## src/rtl/chaser_sched_if.sv

```systemverilog
// Pipelined Wishbone link between chaser_sched (master) and the LED-chaser slave port.
interface chaser_sched_if;
    logic        o_wb_cyc;
    logic        o_wb_stb;
    logic        o_wb_we;
    logic        o_wb_addr;
    logic [31:0] o_wb_data;
    logic        i_wb_stall;
    logic        i_wb_ack;
    logic [31:0] i_wb_data;

    modport master (
        output o_wb_cyc, o_wb_stb, o_wb_we, o_wb_addr, o_wb_data,
        input  i_wb_stall, i_wb_ack, i_wb_data
    );

    modport slave (
        input  o_wb_cyc, o_wb_stb, o_wb_we, o_wb_addr, o_wb_data,
        output i_wb_stall, i_wb_ack, i_wb_data
    );
endinterface

```

## src/rtl/chaser_sched.sv

```systemverilog
// Round-robin scheduler sharing one LED-chaser Wishbone peripheral between NREQ requesters:
// start write, status polling until the sweep ends, then done/err and the next grant.
module chaser_sched #(
    parameter int unsigned NREQ        = 4,
    parameter int unsigned POLL_GAP    = 64,
    parameter int unsigned ACK_TIMEOUT = 15
) (
    input  logic            i_clk,
    input  logic            i_reset,
    input  logic [NREQ-1:0] i_req,
    output logic            o_busy,
    output logic [2:0]      o_grant,
    output logic            o_done,
    output logic            o_err,
    chaser_sched_if.master  wb
);
    localparam int unsigned CNT_MAX = (POLL_GAP > ACK_TIMEOUT) ? POLL_GAP : ACK_TIMEOUT;
    localparam int unsigned CNT_W   = $clog2(CNT_MAX + 1);

    typedef enum logic [2:0] {S_IDLE, S_WR, S_WACK, S_GAP, S_RD, S_RACK, S_DONE} state_t;

    state_t            state_q, state_d;
    logic [NREQ-1:0]   pending_q, pending_d;
    logic [NREQ-1:0]   clr;
    logic [2:0]        ptr_q, ptr_d;
    logic [2:0]        grant_q, grant_d;
    logic [CNT_W-1:0]  cnt_q, cnt_d;
    logic              cyc_q, cyc_d, stb_q, stb_d, we_q, we_d;
    logic              busy_q, busy_d, done_q, done_d, err_q, err_d;
    logic [31:0]       data_q, data_d;
    logic              found, end_run;
    logic [2:0]        pick;
    logic [2:0]        nxt_ptr;
    logic              unused_rdata;

    assign unused_rdata = ^wb.i_wb_data[31:5];
    assign nxt_ptr      = (grant_q == 3'(NREQ - 1)) ? 3'd0 : grant_q + 3'd1;

    // First pending requester at or after ptr, wrapping to the low indices.
    always_comb begin
        found = 1'b0;
        pick  = ptr_q;
        for (int unsigned k = 0; k < NREQ; k++) begin
            if (!found && pending_q[k] && (3'(k) >= ptr_q)) begin
                found = 1'b1;
                pick  = 3'(k);
            end
        end
        for (int unsigned k = 0; k < NREQ; k++) begin
            if (!found && pending_q[k]) begin
                found = 1'b1;
                pick  = 3'(k);
            end
        end
    end

    always_comb begin
        state_d = state_q;
        cnt_d   = cnt_q;
        grant_d = grant_q;
        ptr_d   = ptr_q;
        end_run = 1'b0;
        err_d   = 1'b0;
        clr     = '0;
        case (state_q)
            S_IDLE: if (found) begin
                grant_d = pick;
                state_d = S_WR;
            end
            S_WR: if (!wb.i_wb_stall) begin
                state_d = S_WACK;
                cnt_d   = '0;
            end
            S_WACK: begin
                if (wb.i_wb_ack) begin
                    state_d = S_GAP;
                    cnt_d   = '0;
                end else if (cnt_q == CNT_W'(ACK_TIMEOUT)) begin
                    state_d = S_IDLE;
                    end_run = 1'b1;
                    err_d   = 1'b1;
                end else begin
                    cnt_d = cnt_q + CNT_W'(1);
                end
            end
            S_GAP: begin
                if (cnt_q == CNT_W'(POLL_GAP - 1)) begin
                    state_d = S_RD;
                    cnt_d   = '0;
                end else begin
                    cnt_d = cnt_q + CNT_W'(1);
                end
            end
            S_RD: if (!wb.i_wb_stall) begin
                state_d = S_RACK;
                cnt_d   = '0;
            end
            S_RACK: begin
                if (wb.i_wb_ack) begin
                    state_d = (wb.i_wb_data[4:0] == 5'd0) ? S_DONE : S_GAP;
                    cnt_d   = '0;
                end else if (cnt_q == CNT_W'(ACK_TIMEOUT)) begin
                    state_d = S_IDLE;
                    end_run = 1'b1;
                    err_d   = 1'b1;
                end else begin
                    cnt_d = cnt_q + CNT_W'(1);
                end
            end
            S_DONE: begin
                state_d = S_IDLE;
                end_run = 1'b1;
            end
            default: state_d = S_IDLE;
        endcase

        if (end_run) begin
            ptr_d = nxt_ptr;
            for (int unsigned k = 0; k < NREQ; k++) begin
                if (grant_q == 3'(k)) clr[k] = 1'b1;
            end
        end
        // A new request in the clearing cycle re-queues the requester.
        pending_d = (pending_q & ~clr) | i_req;

        cyc_d  = (state_d == S_WR) || (state_d == S_WACK) || (state_d == S_RD) || (state_d == S_RACK);
        stb_d  = (state_d == S_WR) || (state_d == S_RD);
        we_d   = (state_d == S_WR);
        busy_d = (state_d != S_IDLE);
        done_d = (state_d == S_DONE);
        data_d = {29'h0, grant_d};
    end

    always_ff @(posedge i_clk) begin
        if (i_reset) begin
            state_q   <= S_IDLE;
            pending_q <= '0;
            ptr_q     <= '0;
            grant_q   <= '0;
            cnt_q     <= '0;
            cyc_q     <= 1'b0;
            stb_q     <= 1'b0;
            we_q      <= 1'b0;
            busy_q    <= 1'b0;
            done_q    <= 1'b0;
            err_q     <= 1'b0;
            data_q    <= '0;
        end else begin
            state_q   <= state_d;
            pending_q <= pending_d;
            ptr_q     <= ptr_d;
            grant_q   <= grant_d;
            cnt_q     <= cnt_d;
            cyc_q     <= cyc_d;
            stb_q     <= stb_d;
            we_q      <= we_d;
            busy_q    <= busy_d;
            done_q    <= done_d;
            err_q     <= err_d;
            data_q    <= data_d;
        end
    end

    assign o_busy       = busy_q;
    assign o_grant      = grant_q;
    assign o_done       = done_q;
    assign o_err        = err_q;
    assign wb.o_wb_cyc  = cyc_q;
    assign wb.o_wb_stb  = stb_q;
    assign wb.o_wb_we   = we_q;
    assign wb.o_wb_addr = 1'b0;
    assign wb.o_wb_data = data_q;
endmodule

```

## src/flat_wrapper.sv

```systemverilog
// flat-port wrapper written by rule: the top's interface ports become plain ports
module chaser_sched_flat 
#(
    parameter int unsigned NREQ        = 4,
    parameter int unsigned POLL_GAP    = 64,
    parameter int unsigned ACK_TIMEOUT = 15
)
  (i_clk, i_reset, i_req, o_busy, o_grant, o_done, o_err, wb_o_wb_cyc, wb_o_wb_stb, wb_o_wb_we, wb_o_wb_addr, wb_o_wb_data, wb_i_wb_stall, wb_i_wb_ack, wb_i_wb_data);
  chaser_sched_if wb_i ();
  input  logic i_clk;
  input  logic i_reset;
  input  logic [NREQ-1:0] i_req;
  output logic o_busy;
  output logic [2:0] o_grant;
  output logic o_done;
  output logic o_err;
  output wire logic [$bits(wb_i.o_wb_cyc)-1:0] wb_o_wb_cyc;
  output wire logic [$bits(wb_i.o_wb_stb)-1:0] wb_o_wb_stb;
  output wire logic [$bits(wb_i.o_wb_we)-1:0] wb_o_wb_we;
  output wire logic [$bits(wb_i.o_wb_addr)-1:0] wb_o_wb_addr;
  output wire logic [$bits(wb_i.o_wb_data)-1:0] wb_o_wb_data;
  input wire logic [$bits(wb_i.i_wb_stall)-1:0] wb_i_wb_stall;
  input wire logic [$bits(wb_i.i_wb_ack)-1:0] wb_i_wb_ack;
  input wire logic [$bits(wb_i.i_wb_data)-1:0] wb_i_wb_data;
  assign wb_o_wb_cyc = wb_i.o_wb_cyc;
  assign wb_o_wb_stb = wb_i.o_wb_stb;
  assign wb_o_wb_we = wb_i.o_wb_we;
  assign wb_o_wb_addr = wb_i.o_wb_addr;
  assign wb_o_wb_data = wb_i.o_wb_data;
  assign wb_i.i_wb_stall = wb_i_wb_stall;
  assign wb_i.i_wb_ack = wb_i_wb_ack;
  assign wb_i.i_wb_data = wb_i_wb_data;
  chaser_sched #(.NREQ(NREQ), .POLL_GAP(POLL_GAP), .ACK_TIMEOUT(ACK_TIMEOUT)) u_core (.i_clk(i_clk), .i_reset(i_reset), .i_req(i_req), .o_busy(o_busy), .o_grant(o_grant), .o_done(o_done), .o_err(o_err), .wb(wb_i));
endmodule
```

## config.mk

```make
export PLATFORM = sky130hd
export DESIGN_NAME = chaser_sched_flat
export DESIGN_NICKNAME = d
export VERILOG_FILES = /design/src/rtl/chaser_sched_if.sv /design/src/rtl/chaser_sched.sv /design/src/flat_wrapper.sv
export SDC_FILE = /design/constraint.sdc
export NUM_CORES = 1
export LEC_CHECK = 0
export BUFFER_PORTS_ARGS = -buffer_cell sky130_fd_sc_hd__buf_2
export CORE_ASPECT_RATIO = 0.8
export CORE_MARGIN = 2
export CORE_UTILIZATION = 45
export CTS_CLUSTER_SIZE = 16
export DETAILED_ROUTE_END_ITERATION = 8
export PLACE_DENSITY = 0.77
export SLEW_MARGIN = 40
export SYNTH_ARGS = -nofsm -noshare
export SYNTH_HDL_FRONTEND = slang
export SYNTH_SLANG_ARGS = --single-unit
```

## constraint.sdc

```tcl
create_clock -name i_clk -period 4 [get_ports i_clk]
set_input_delay 0.4 -clock i_clk [delete_from_list [all_inputs] [get_ports i_clk]]
set_output_delay 0.4 -clock i_clk [all_outputs]
set_load 0.03 [all_outputs]
```

==> impl_metrics.ini <==
[run_status]
status = finished, final reports clean

[die]
die_x_um = 74.3
fp.dieH_um = 60.2
coreArea_um2 = 3800
start_util_pct = 46.7
placementRows = 20
die-area_um2 = 4470
io_pins = 82

[yosys]
synth_area_um2 = 1780
synthArstFlopShare_pct = 0
syn_inst = 214
synth.most_common_cell = buf_4
seq_area_frac_synth_pct = 29.3
yosysTopAreaCell = dfxtp_1
synth.yosys.warnings = 0
ys_types = 45
ys_seq_elements = 26
syn_avg_cell_area_um2 = 8.30
synth-edff-count = 0
synth_ff_type = dfxtp_1
synth_top_area_share_pct = 29.3
synthTopCellsByArea = dfxtp_1, buf_4, nor2_1
synth_commonest_cells = buf_4, dfxtp_1, nor2_1, nand2_1, inv_1

[run]
cap_violations = 0

[grt]
grt_max_degree = 21
grt_antenna_before_repair = 0
grt_pass1_vias = 1177
grt_pass1_wl_um = 5330
grt_usage_pct = 15.7
overflow = 0

[route]
wl_um = 3220
vias = 1397
drc = 0
dr.pass1.iters = 4
vias_per_cell = 4.88
wire_per_inst_um = 11.2
drt_iter0_drc = 101
drtAntennaViolNets = 0

[timing]
max_freq_ghz = 0.470
period_needed_ns = 2.13
skew_ns = 0.00418
final-hold-violation-count = 0
rsz0062_at_grt = false
maxSlewViolCount = 0
setup_viol = 0
holdWs_ns = 0.350
worstMarginPinSlew_ns = 0.669
slew_headroom_pct = 54.8
fin_crit_sh_pct = 53.2
finalSetupTns_ns = 0

[worst_setup_path]
cp.required_ns = 4.21
crit_family = compound AO/OA/AOI/OAI gates
startpoint_type = flip-flop
path_buf_inv = 0
crit_arrival_ns = 2.33
max_stage_delay_ns = 0.45
timing.critical_path.to_type = flip-flop
path_cells = nand3b_1 > o41a_1 > o31a_1 > a211oi_2 > mux2i_1
cp_slowest_cell = o41a_1
path_class = flip-flop to flip-flop
crit_path_max_fanout = 11

[power]
power_density_nw_per_um2 = 423
pwr-share-clk_pct = 27.9
p_switching_w = 0.000281
p_int_w = 0.000498
seqPwrFrac_pct = 41.2
combPwrFrac_pct = 30.9
ir_drop_mv = 0.240
swShare_pct = 36.0
power_leakage_nw = 0.795

[clocking]
clockRootBuffer = clkbuf_8
htree_levels = 1
hold_buffers = 0
postCtsSetupBuffers = 0
numCtsBuffers = 3
clkTransAtPathRegs_ns = 0.09
clock_latency_ns = 0.27
cts_buffer_depth = 2
cts.repair.resized = 0
cts_tree = done
clock-sinks = 26

[cells_and_area]
area_growth_pct = 3.59
fill_cells = 380
antenna_cells = 0
fin_nets = 277
drive_above_1_share_pct = 17.3

[place]
hpwl_um = 2390
gp_congestion = 0.828
io_buffers = 24

[hold_path]
hold_class = primary input to flip-flop
placed cells by master (no fill, tap or decap), types with 2 or more instances in the layout:
cell type	count
a21oi_1	9
o211ai_1	3
a21oi_2	3
inv_1	13
a211o_1	2
nor4_1	4
nor2_1	17
nand2_1	14
ha_1	5
mux2i_1	4
a211oi_2	2
nor3_1	7
xnor2_1	6
nor2b_1	6
dfxtp_1	26
buf_2	24
nand3_1	5
o21bai_1	3
nand3b_1	3
o21ai_0	12
nand2b_1	5
clkbuf_8	3
conb_1	30
a211oi_1	5
layer usage:
| layer | track usage (%) | wire length [um] | up-vias |
|---|---|---|---|
| met5 | 0 | 0 | - |
| met4 | 4.59 | 44 | 0 |
| met3 | 3.54 | 171 | 4 |
| met2 | 23.7 | 1400 | 43 |
| met1 | 22.2 | 1600 | 635 |
| li1 | - | - | 715 |
logic make-up (layout without fill, tap and decap cells):
kind of cell	count (synthesis)	count (layout)	synth area share, %
adders and majority gates	5	5	3.52
and+or+nand+nor	70	70	20.6
buffers and inverters	53	41	19.9
DFF	26	26	29.3
muxes	4	4	2.25
other	1	30	0.211
xor gates and xnor gates	6	6	2.96
AOI/OAI and AO/OA	49	49	21.2
sequential cells by signal, summed over array words and instances, names as in the netlist, 3 cells and up:
| signal | flops |
|---|---|
| u_core.o_grant | 3 |
| u_core.pending_q | 4 |
| u_core.cnt_q | 7 |
| u_core.ptr_q | 3 |
| u_core.state_q | 3 |
worst paths after layout:
check | start | endpoint | slack [ns] | cells after the start
max | u_core.cnt_q[2]$_SDFFE_PP0P_ | u_core.wb.o_wb_cyc$_SDFF_PP0_ | 1.87 | 5
min | i_req[0] | u_core.pending_q[0]$_SDFF_PP0_ | 0.35 | 3
max reg2reg | u_core.cnt_q[2]$_SDFFE_PP0P_ | u_core.wb.o_wb_cyc$_SDFF_PP0_ | 1.87 | 5
min reg2reg | u_core.cnt_q[6]$_SDFFE_PP0P_ | u_core.cnt_q[6]$_SDFFE_PP0P_ | 0.52 | 2
metrics by stage:
step                worst slack (ns)  util, %  total power, W  instances  area [um2]
finish                          1.87     48.4        0.000779        286        1840
global route                    1.70     48.4        0.000827        286        1840
CTS                             1.85     48.4        0.000786        286        1840
detailed placement              1.88     46.5        0.000566        282        1770
global placement                1.89     46.5        0.000562        282        1770
floorplan                       2.14        -        0.000550        243        1890
worst min-delay path, stage by stage:
cell and delay [ns]:
buf_2 0.09, inv_1 0.04, a21oi_1 0.05
layout make-up:
| type | count | area [um2] | share of cell area, % |
|---|---|---|---|
| clock inverter | 1 | 30.0 | 1.63 |
| multi-input combinational | 164 | 1010 | 54.9 |
| inverter | 13 | 48.8 | 2.65 |
| timing repair buffer | 24 | 120 | 6.53 |
| sequential | 26 | 520 | 28.3 |
| tap | 55 | 68.8 | 3.74 |
| clock buffer | 3 | 41.3 | 2.24 |
power by group through the flow:
| stage | registers, W | logic [W] | clock network (W) |
|---|---|---|---|
| final | 0.000321 | 0.000241 | 0.000217 |
| after global routing | 0.000326 | 0.000267 | 0.000233 |
| after CTS | 0.000321 | 0.000240 | 0.000225 |
| after detailed placement | 0.000326 | 0.000240 | 0 |
| after global placement | 0.000325 | 0.000237 | 0 |
| after floorplan | 0.000338 | 0.000212 | 0 |
Note: power is estimated with default switching activity, not from simulation.
